===== src/rtl/multi_ratio_pulse_sched.sv =====
// multi_ratio_pulse_sched
// Source-domain scheduler that shares one multi-ratio pulse synchronizer
// between NUM_REQ requesters. Request pulses are queued in saturating
// per-requester pending counters. Winners are picked round-robin. Each winner
// gets one single-cycle sync_pulse. The pulse is followed by a stretch window
// (HOLD) and a guard gap (GAP), so every event reaches the destination domain
// as a distinct edge. All outputs come straight from registers.
module multi_ratio_pulse_sched #(
  parameter int NUM_REQ   = 4,
  parameter int ID_W      = 2,
  parameter int CTR_WIDTH = 10,
  parameter int PEND_W    = 3
) (
  input  logic                 clk_src,
  input  logic                 rst_n_src,
  input  logic                 enable,
  input  logic [NUM_REQ-1:0]   req_pulse,
  input  logic [CTR_WIDTH-1:0] cfg_stretch_val,
  input  logic [CTR_WIDTH-1:0] cfg_gap_val,
  input  logic [NUM_REQ-1:0]   ovf_clr,
  output logic                 sync_pulse,
  output logic [ID_W-1:0]      sync_id,
  output logic [CTR_WIDTH-1:0] stretch_val_out,
  output logic                 busy,
  output logic                 pending_any,
  output logic [NUM_REQ-1:0]   overflow
);

  typedef enum logic [1:0] {
    IDLE = 2'd0,
    HOLD = 2'd1,
    GAP  = 2'd2
  } state_t;

  localparam logic [PEND_W-1:0]    PEND_MAX = {PEND_W{1'b1}};
  localparam logic [CTR_WIDTH-1:0] CTR_ONE  = CTR_WIDTH'(1);
  localparam logic [ID_W-1:0]      LAST_RST = ID_W'(NUM_REQ - 1);

  state_t               state_q, state_d;
  logic [CTR_WIDTH-1:0] hold_cnt_q, hold_cnt_d;
  logic [CTR_WIDTH-1:0] gap_cnt_q, gap_cnt_d;
  logic [ID_W-1:0]      last_q, last_d;
  logic [PEND_W-1:0]    pend_q [NUM_REQ];
  logic [PEND_W-1:0]    pend_d [NUM_REQ];
  logic [NUM_REQ-1:0]   ovf_q, ovf_d, ovf_set;

  logic                 sync_pulse_q;
  logic [ID_W-1:0]      sync_id_q, sync_id_d;
  logic [CTR_WIDTH-1:0] stretch_q, stretch_d;
  logic                 busy_q, pending_any_q;

  logic [NUM_REQ-1:0]   pend_nz;
  logic [NUM_REQ-1:0]   pend_nz_next;
  logic [NUM_REQ-1:0]   grant_vec;
  logic                 any_pend;
  logic                 grant;
  logic                 win_valid;
  logic [ID_W-1:0]      win_id;
  logic [ID_W-1:0]      cand;
  logic [CTR_WIDTH-1:0] stretch_eff;

  // Per-requester flags: counter nonzero now and after this edge, and the
  // one-hot grant.
  for (genvar gi = 0; gi < NUM_REQ; gi++) begin : g_req
    assign pend_nz[gi]      = |pend_q[gi];
    assign pend_nz_next[gi] = |pend_d[gi];
    assign grant_vec[gi]    = grant && (win_id == ID_W'(gi));
  end

  assign any_pend = |pend_nz;

  // A zero stretch setting would give no HOLD cycle, so it is raised to 1.
  assign stretch_eff = (cfg_stretch_val == '0) ? CTR_ONE : cfg_stretch_val;

  // Round-robin search starting at last_q+1 with wrap-around. The loop runs
  // from the farthest offset to the nearest, so the nearest candidate is
  // assigned last and wins.
  always_comb begin
    win_valid = 1'b0;
    win_id    = '0;
    cand      = '0;
    for (int k = NUM_REQ; k >= 1; k--) begin
      cand = ID_W'((int'(last_q) + k) % NUM_REQ);
      if (pend_nz[cand]) begin
        win_valid = 1'b1;
        win_id    = cand;
      end
    end
  end

  // FSM next state. Grants are issued only from IDLE.
  always_comb begin
    state_d    = state_q;
    hold_cnt_d = hold_cnt_q;
    gap_cnt_d  = gap_cnt_q;
    grant      = 1'b0;
    case (state_q)
      IDLE: begin
        if (enable && any_pend && win_valid) begin
          grant      = 1'b1;
          state_d    = HOLD;
          hold_cnt_d = stretch_eff;
        end
      end
      HOLD: begin
        if (hold_cnt_q <= CTR_ONE) begin
          gap_cnt_d = cfg_gap_val;
          state_d   = (cfg_gap_val == '0) ? IDLE : GAP;
        end else begin
          hold_cnt_d = hold_cnt_q - CTR_ONE;
        end
      end
      GAP: begin
        if (gap_cnt_q <= CTR_ONE) begin
          state_d = IDLE;
        end else begin
          gap_cnt_d = gap_cnt_q - CTR_ONE;
        end
      end
      default: state_d = IDLE;
    endcase
  end

  // Pending counters. An increment and a grant in the same cycle cancel out.
  // An increment at full scale saturates and flags overflow.
  always_comb begin
    for (int i = 0; i < NUM_REQ; i++) begin
      pend_d[i]  = pend_q[i];
      ovf_set[i] = 1'b0;
      if (req_pulse[i] && !grant_vec[i]) begin
        if (pend_q[i] == PEND_MAX) begin
          ovf_set[i] = 1'b1;
        end else begin
          pend_d[i] = pend_q[i] + PEND_W'(1);
        end
      end else if (!req_pulse[i] && grant_vec[i]) begin
        pend_d[i] = pend_q[i] - PEND_W'(1);
      end
    end
  end

  // Sticky overflow. A new overflow wins over a clear in the same cycle.
  assign ovf_d = (ovf_q & ~ovf_clr) | ovf_set;

  // Transfer attributes are latched at grant and held until the next grant.
  assign last_d    = grant ? win_id : last_q;
  assign sync_id_d = grant ? win_id : sync_id_q;
  assign stretch_d = grant ? stretch_eff : stretch_q;

  // Control state and counters.
  always_ff @(posedge clk_src or negedge rst_n_src) begin
    if (!rst_n_src) begin
      state_q    <= IDLE;
      hold_cnt_q <= '0;
      gap_cnt_q  <= '0;
      last_q     <= LAST_RST;
      ovf_q      <= '0;
      for (int i = 0; i < NUM_REQ; i++) begin
        pend_q[i] <= '0;
      end
    end else begin
      state_q    <= state_d;
      hold_cnt_q <= hold_cnt_d;
      gap_cnt_q  <= gap_cnt_d;
      last_q     <= last_d;
      ovf_q      <= ovf_d;
      for (int i = 0; i < NUM_REQ; i++) begin
        pend_q[i] <= pend_d[i];
      end
    end
  end

  // Output registers. They are computed from next-state values, so no input
  // reaches an output without passing through a flop.
  always_ff @(posedge clk_src or negedge rst_n_src) begin
    if (!rst_n_src) begin
      sync_pulse_q  <= 1'b0;
      sync_id_q     <= '0;
      stretch_q     <= CTR_ONE;
      busy_q        <= 1'b0;
      pending_any_q <= 1'b0;
    end else begin
      sync_pulse_q  <= grant;
      sync_id_q     <= sync_id_d;
      stretch_q     <= stretch_d;
      busy_q        <= (state_d != IDLE);
      pending_any_q <= |pend_nz_next;
    end
  end

  assign sync_pulse      = sync_pulse_q;
  assign sync_id         = sync_id_q;
  assign stretch_val_out = stretch_q;
  assign busy            = busy_q;
  assign pending_any     = pending_any_q;
  assign overflow        = ovf_q;

endmodule


===== config.mk =====
export PLATFORM = sky130hd
export DESIGN_NAME = multi_ratio_pulse_sched
export DESIGN_NICKNAME = d
export VERILOG_FILES = /design/src/rtl/multi_ratio_pulse_sched.sv
export SDC_FILE = /design/constraint.sdc
export NUM_CORES = 1
export LEC_CHECK = 0
export ABC_AREA = 1
export BUFFER_PORTS_ARGS = -buffer_cell sky130_fd_sc_hd__buf_4
export CORE_MARGIN = 4
export CORE_UTILIZATION = 55
export CTS_BUF_LIST = sky130_fd_sc_hd__clkbuf_16
export DETAILED_ROUTE_END_ITERATION = 8
export GPL_TIMING_DRIVEN = 0
export PLACE_DENSITY = 0.87
export SYNTH_ARGS = -nofsm -noshare
export SYNTH_HDL_FRONTEND = slang
export SYNTH_SLANG_ARGS = --single-unit

===== constraint.sdc =====
create_clock -name clk_src -period 2.5 [get_ports clk_src]
set_input_delay 0.375 -clock clk_src [delete_from_list [all_inputs] [get_ports clk_src]]
set_output_delay 0.375 -clock clk_src [all_outputs]
set_load 0.02 [all_outputs]

==> metrics.txt <==
Max Transition Viols Final 0; Final Skew a little under 0.006 ns; syn nets around 540; Num CTS Buffers 5; Final Net Count 591; critical-path maximum fanout 10; Util after Layout 67.7%; vias post-DR 3385; outcome completed; top cell type's share of synthesized area 35.1%; TritonCTS clock tree built; Buf/Inv on CP 3; DRT iter0 DRCs around 110; total track usage between 20% and 30%; post-detail-place hpwl around 6500 um; crit path kind reg2reg; Core Box Area 6460 um^2; CP max stage delay 0.42 ns; I/O Buffers 49; unrepaired setup endpoints after global routing yes; Mapped Area 3700 um^2; top post-synthesis cells by area dfrtp_1, nand2_1, ha_1, inv_1, o21ai_0; Synth cell types 40; fillers between 500 and 600; largest net degree at the start of global routing 56; CTS Sinks between 50 and 60; Initial Util 57.3%; most frequent cells in the layout nand2_1, inv_1, dfrtp_1, buf_4, o21ai_0; final wirelength 8730 um; register area share after synthesis about 37%; number of synthesized register bits between 50 and 60; CP cell instances inv_2 -> ha_2 -> inv_1 -> nor2_4 -> nand3_1 -> nor2_1 -> nor2_2 -> nand3_4 -> buf_8 -> nor2_8 -> nand3_2 -> nand2_1 -> nand2_1 -> nand2_1 -> nand2_1 -> nor2_1 -> nand2_1 -> nor2_1 -> nand2_1; period utilization just under 100%; Post-synth ARST share between 90% and 100%; H-tree lvl count 2; Rows 29; clk_lat worst skew 0.29 ns; most common cell after layout, fill and taps aside nand2_1; Syn Inst Count just under 500; final setup margin approximately 0.099 ns; Max Freq approximately 420 MHz; Placer Congestion between 0.8 and 0.9; CP max-delay cell dfrtp_1; I/O pin cnt 50; pwr dens between 1000 and 1500 nW/um^2; CP delay by family, top simple AND/OR/NAND/NOR gates; crit path time final 2.40 ns; WL per Instance around 14 um; n_diodes 0; VDD IR max about 650 uV; Seq. cell area about 1400 um^2; number of global-route vias before repair approximately 3400; crit end category flip-flop; Reg2Reg Launch Point pend_q[0]$_DFF_PN0_; pre-CTS setup slack -0.104 ns; chip height 90.1 um; Die Width about 90 um; worst slew pin tran about 0.7 ns; drt drc 0; Worst-path clk slew around 0.07 ns; startpoint types flip-flop; Final Hold Viols 0; Synth-to-Final Area Change 18.0%; ys flop type dfrtp_1; Syn Area/Cell 7.62 um^2; leakage power 0.00219 uW; cell mode on critical path nand2_1; number of synthesized flops with an enable pin 0; layout cells sized above 1 between 20% and 30%; initial antenna violation count 0; dominant cell type by area after synthesis dfrtp_1; CP startpoint pend_q[0]$_DFF_PN0_; gr ovfl total 0; vias per inst between 5 and 6; area of the multi-input gates around 2000 um^2; die area a little over 8000 um^2; clk buf depth 2; first-pass GRT wire length about 15000 um; max-cap violations 0; final setup vio count 0; max_slew headroom between 50% and 60%; Initial DRT Pass Iterations 5; Yosys warnings 0; CTS root buffer clkbuf_16; required time of the critical path between 2 and 3 ns; worst path arrival time 2.58 ns; worst hold path type in2async; Routed Antenna Nets 0
==> area by class of cell <==
cell class | instances | area share [%]
multi-input combinational | 349 | 46.8
buffer | 7 | 1.32
timing repair buffer | 50 | 8.59
sequential | 55 | 31.6
inverter | 72 | 6.21
tap | 77 | 2.20
clock buffer | 5 | 2.86
clock inverter | 3 | 0.372
==> final timing paths <==
kind / to / slack, ns / cells after the start
max reg2reg: pending_any$_DFF_PN0_ / 0.1 / 19
min in group clk_src: overflow[1]$_DFF_PN0_ / 0.25 / 2
min reg2reg: stretch_val_out[0]$_DFFE_PN1P_ / 0.47 / 2
min: overflow[2]$_DFF_PN0_ / 0.11 / 1
max in group asynchronous: pend_q[3]$_DFF_PN0_ / 1.89 / 1
max: pending_any$_DFF_PN0_ / 0.1 / 19
==> registers in the layout (all words and copies together), names as in the netlist <==
signal,cells
stretch_val_out,10
pending_any,1
gap_cnt_q,10
sync_pulse,1
overflow,4
state_q,2
last_q,2
busy,1
sync_id,2
pend_q,12
hold_cnt_q,10
==> cell usage after synthesis, types with 2 or more instances <==
cell type and n:
xor2_1 9, inv_1 66, nor3_1 6, clkbuf_1 7
o211ai_1 3, nand3_1 33, nand4_1 7, o22ai_1 6
a31oi_1 4, o21ai_0 46, nor2_2 2, nand2_4 7
o221ai_1 2, nand3_2 10, dfstp_2 3, a21oi_1 11
dfrtp_1 52, nor2_4 2, ha_1 20, inv_2 5
xnor2_1 2, nand2_2 13, o31ai_1 2, nand2_1 112
nor2_1 35, a22oi_1 2, nor4_1 6
==> kinds of logic (layout without fill, tap and decap cells) <==
family / after synthesis / in the layout / synth area share, %
AOI/OAI and AO/OA: 81 / 81 / 12.8
xor gates and xnor gates: 11 / 11 / 2.60
adders and majority gates: 20 / 20 / 6.76
buffers and inverters: 82 / 137 / 8.92
DFF: 55 / 55 / 37.3
and+or+nand+nor: 237 / 237 / 31.7
==> where the power goes <==
part / internal [uW] / total (uW) / switching, uW
clock network: 367 / 693 / 326
logic: 1300 / 3490 / 2200
registers: 1340 / 1700 / 368
total: 3000 / 5890 / 2890
==> per-layer routing <==
metal	track usage (%)	up-vias	routed length, um
li1	-	1693	-
met3	3.67	13	321
met2	40.0	74	4600
met1	26.0	1605	3670
met5	0	-	0
met4	6.38	0	146
==> worst register-to-register path, delay by kind of cell, from the launching register on <==
| kind | cells | cell delay [ns] |
|---|---|---|
| and+or+nand+nor | 15 | 1.34 |
| DFF | 1 | 0.42 |
| buffers and inverters | 3 | 0.34 |
| adders and majority gates | 1 | 0.20 |
==> through the flow <==
stage          instance area (um^2)  std cells  total power [uW]  setup TNS (ns)  hold WS, ns
3_5_place_dp                   4170        612              5060          -0.316        0.461
6_report                       4370        618              5890               0        0.115
3_3_place_gp                   4170        612              4910         -0.0367        0.459
4_1_cts                        4310        619              5800               0        0.155
5_1_grt                        4370        618              6440          -0.122        0.184
2_1_floorplan                  3700        486              4190               0       0.0794
==> what timing repair did <==
action,in CTS,in global routing
pin swaps,0,4
buffers inserted,0,1
endpoints found under the hold margin,0,0
gates cloned,0,0
endpoints found under the setup margin,7,15
hold buffers,0,0
resized for setup,3,19
Note: power is estimated with default switching activity, not from simulation.
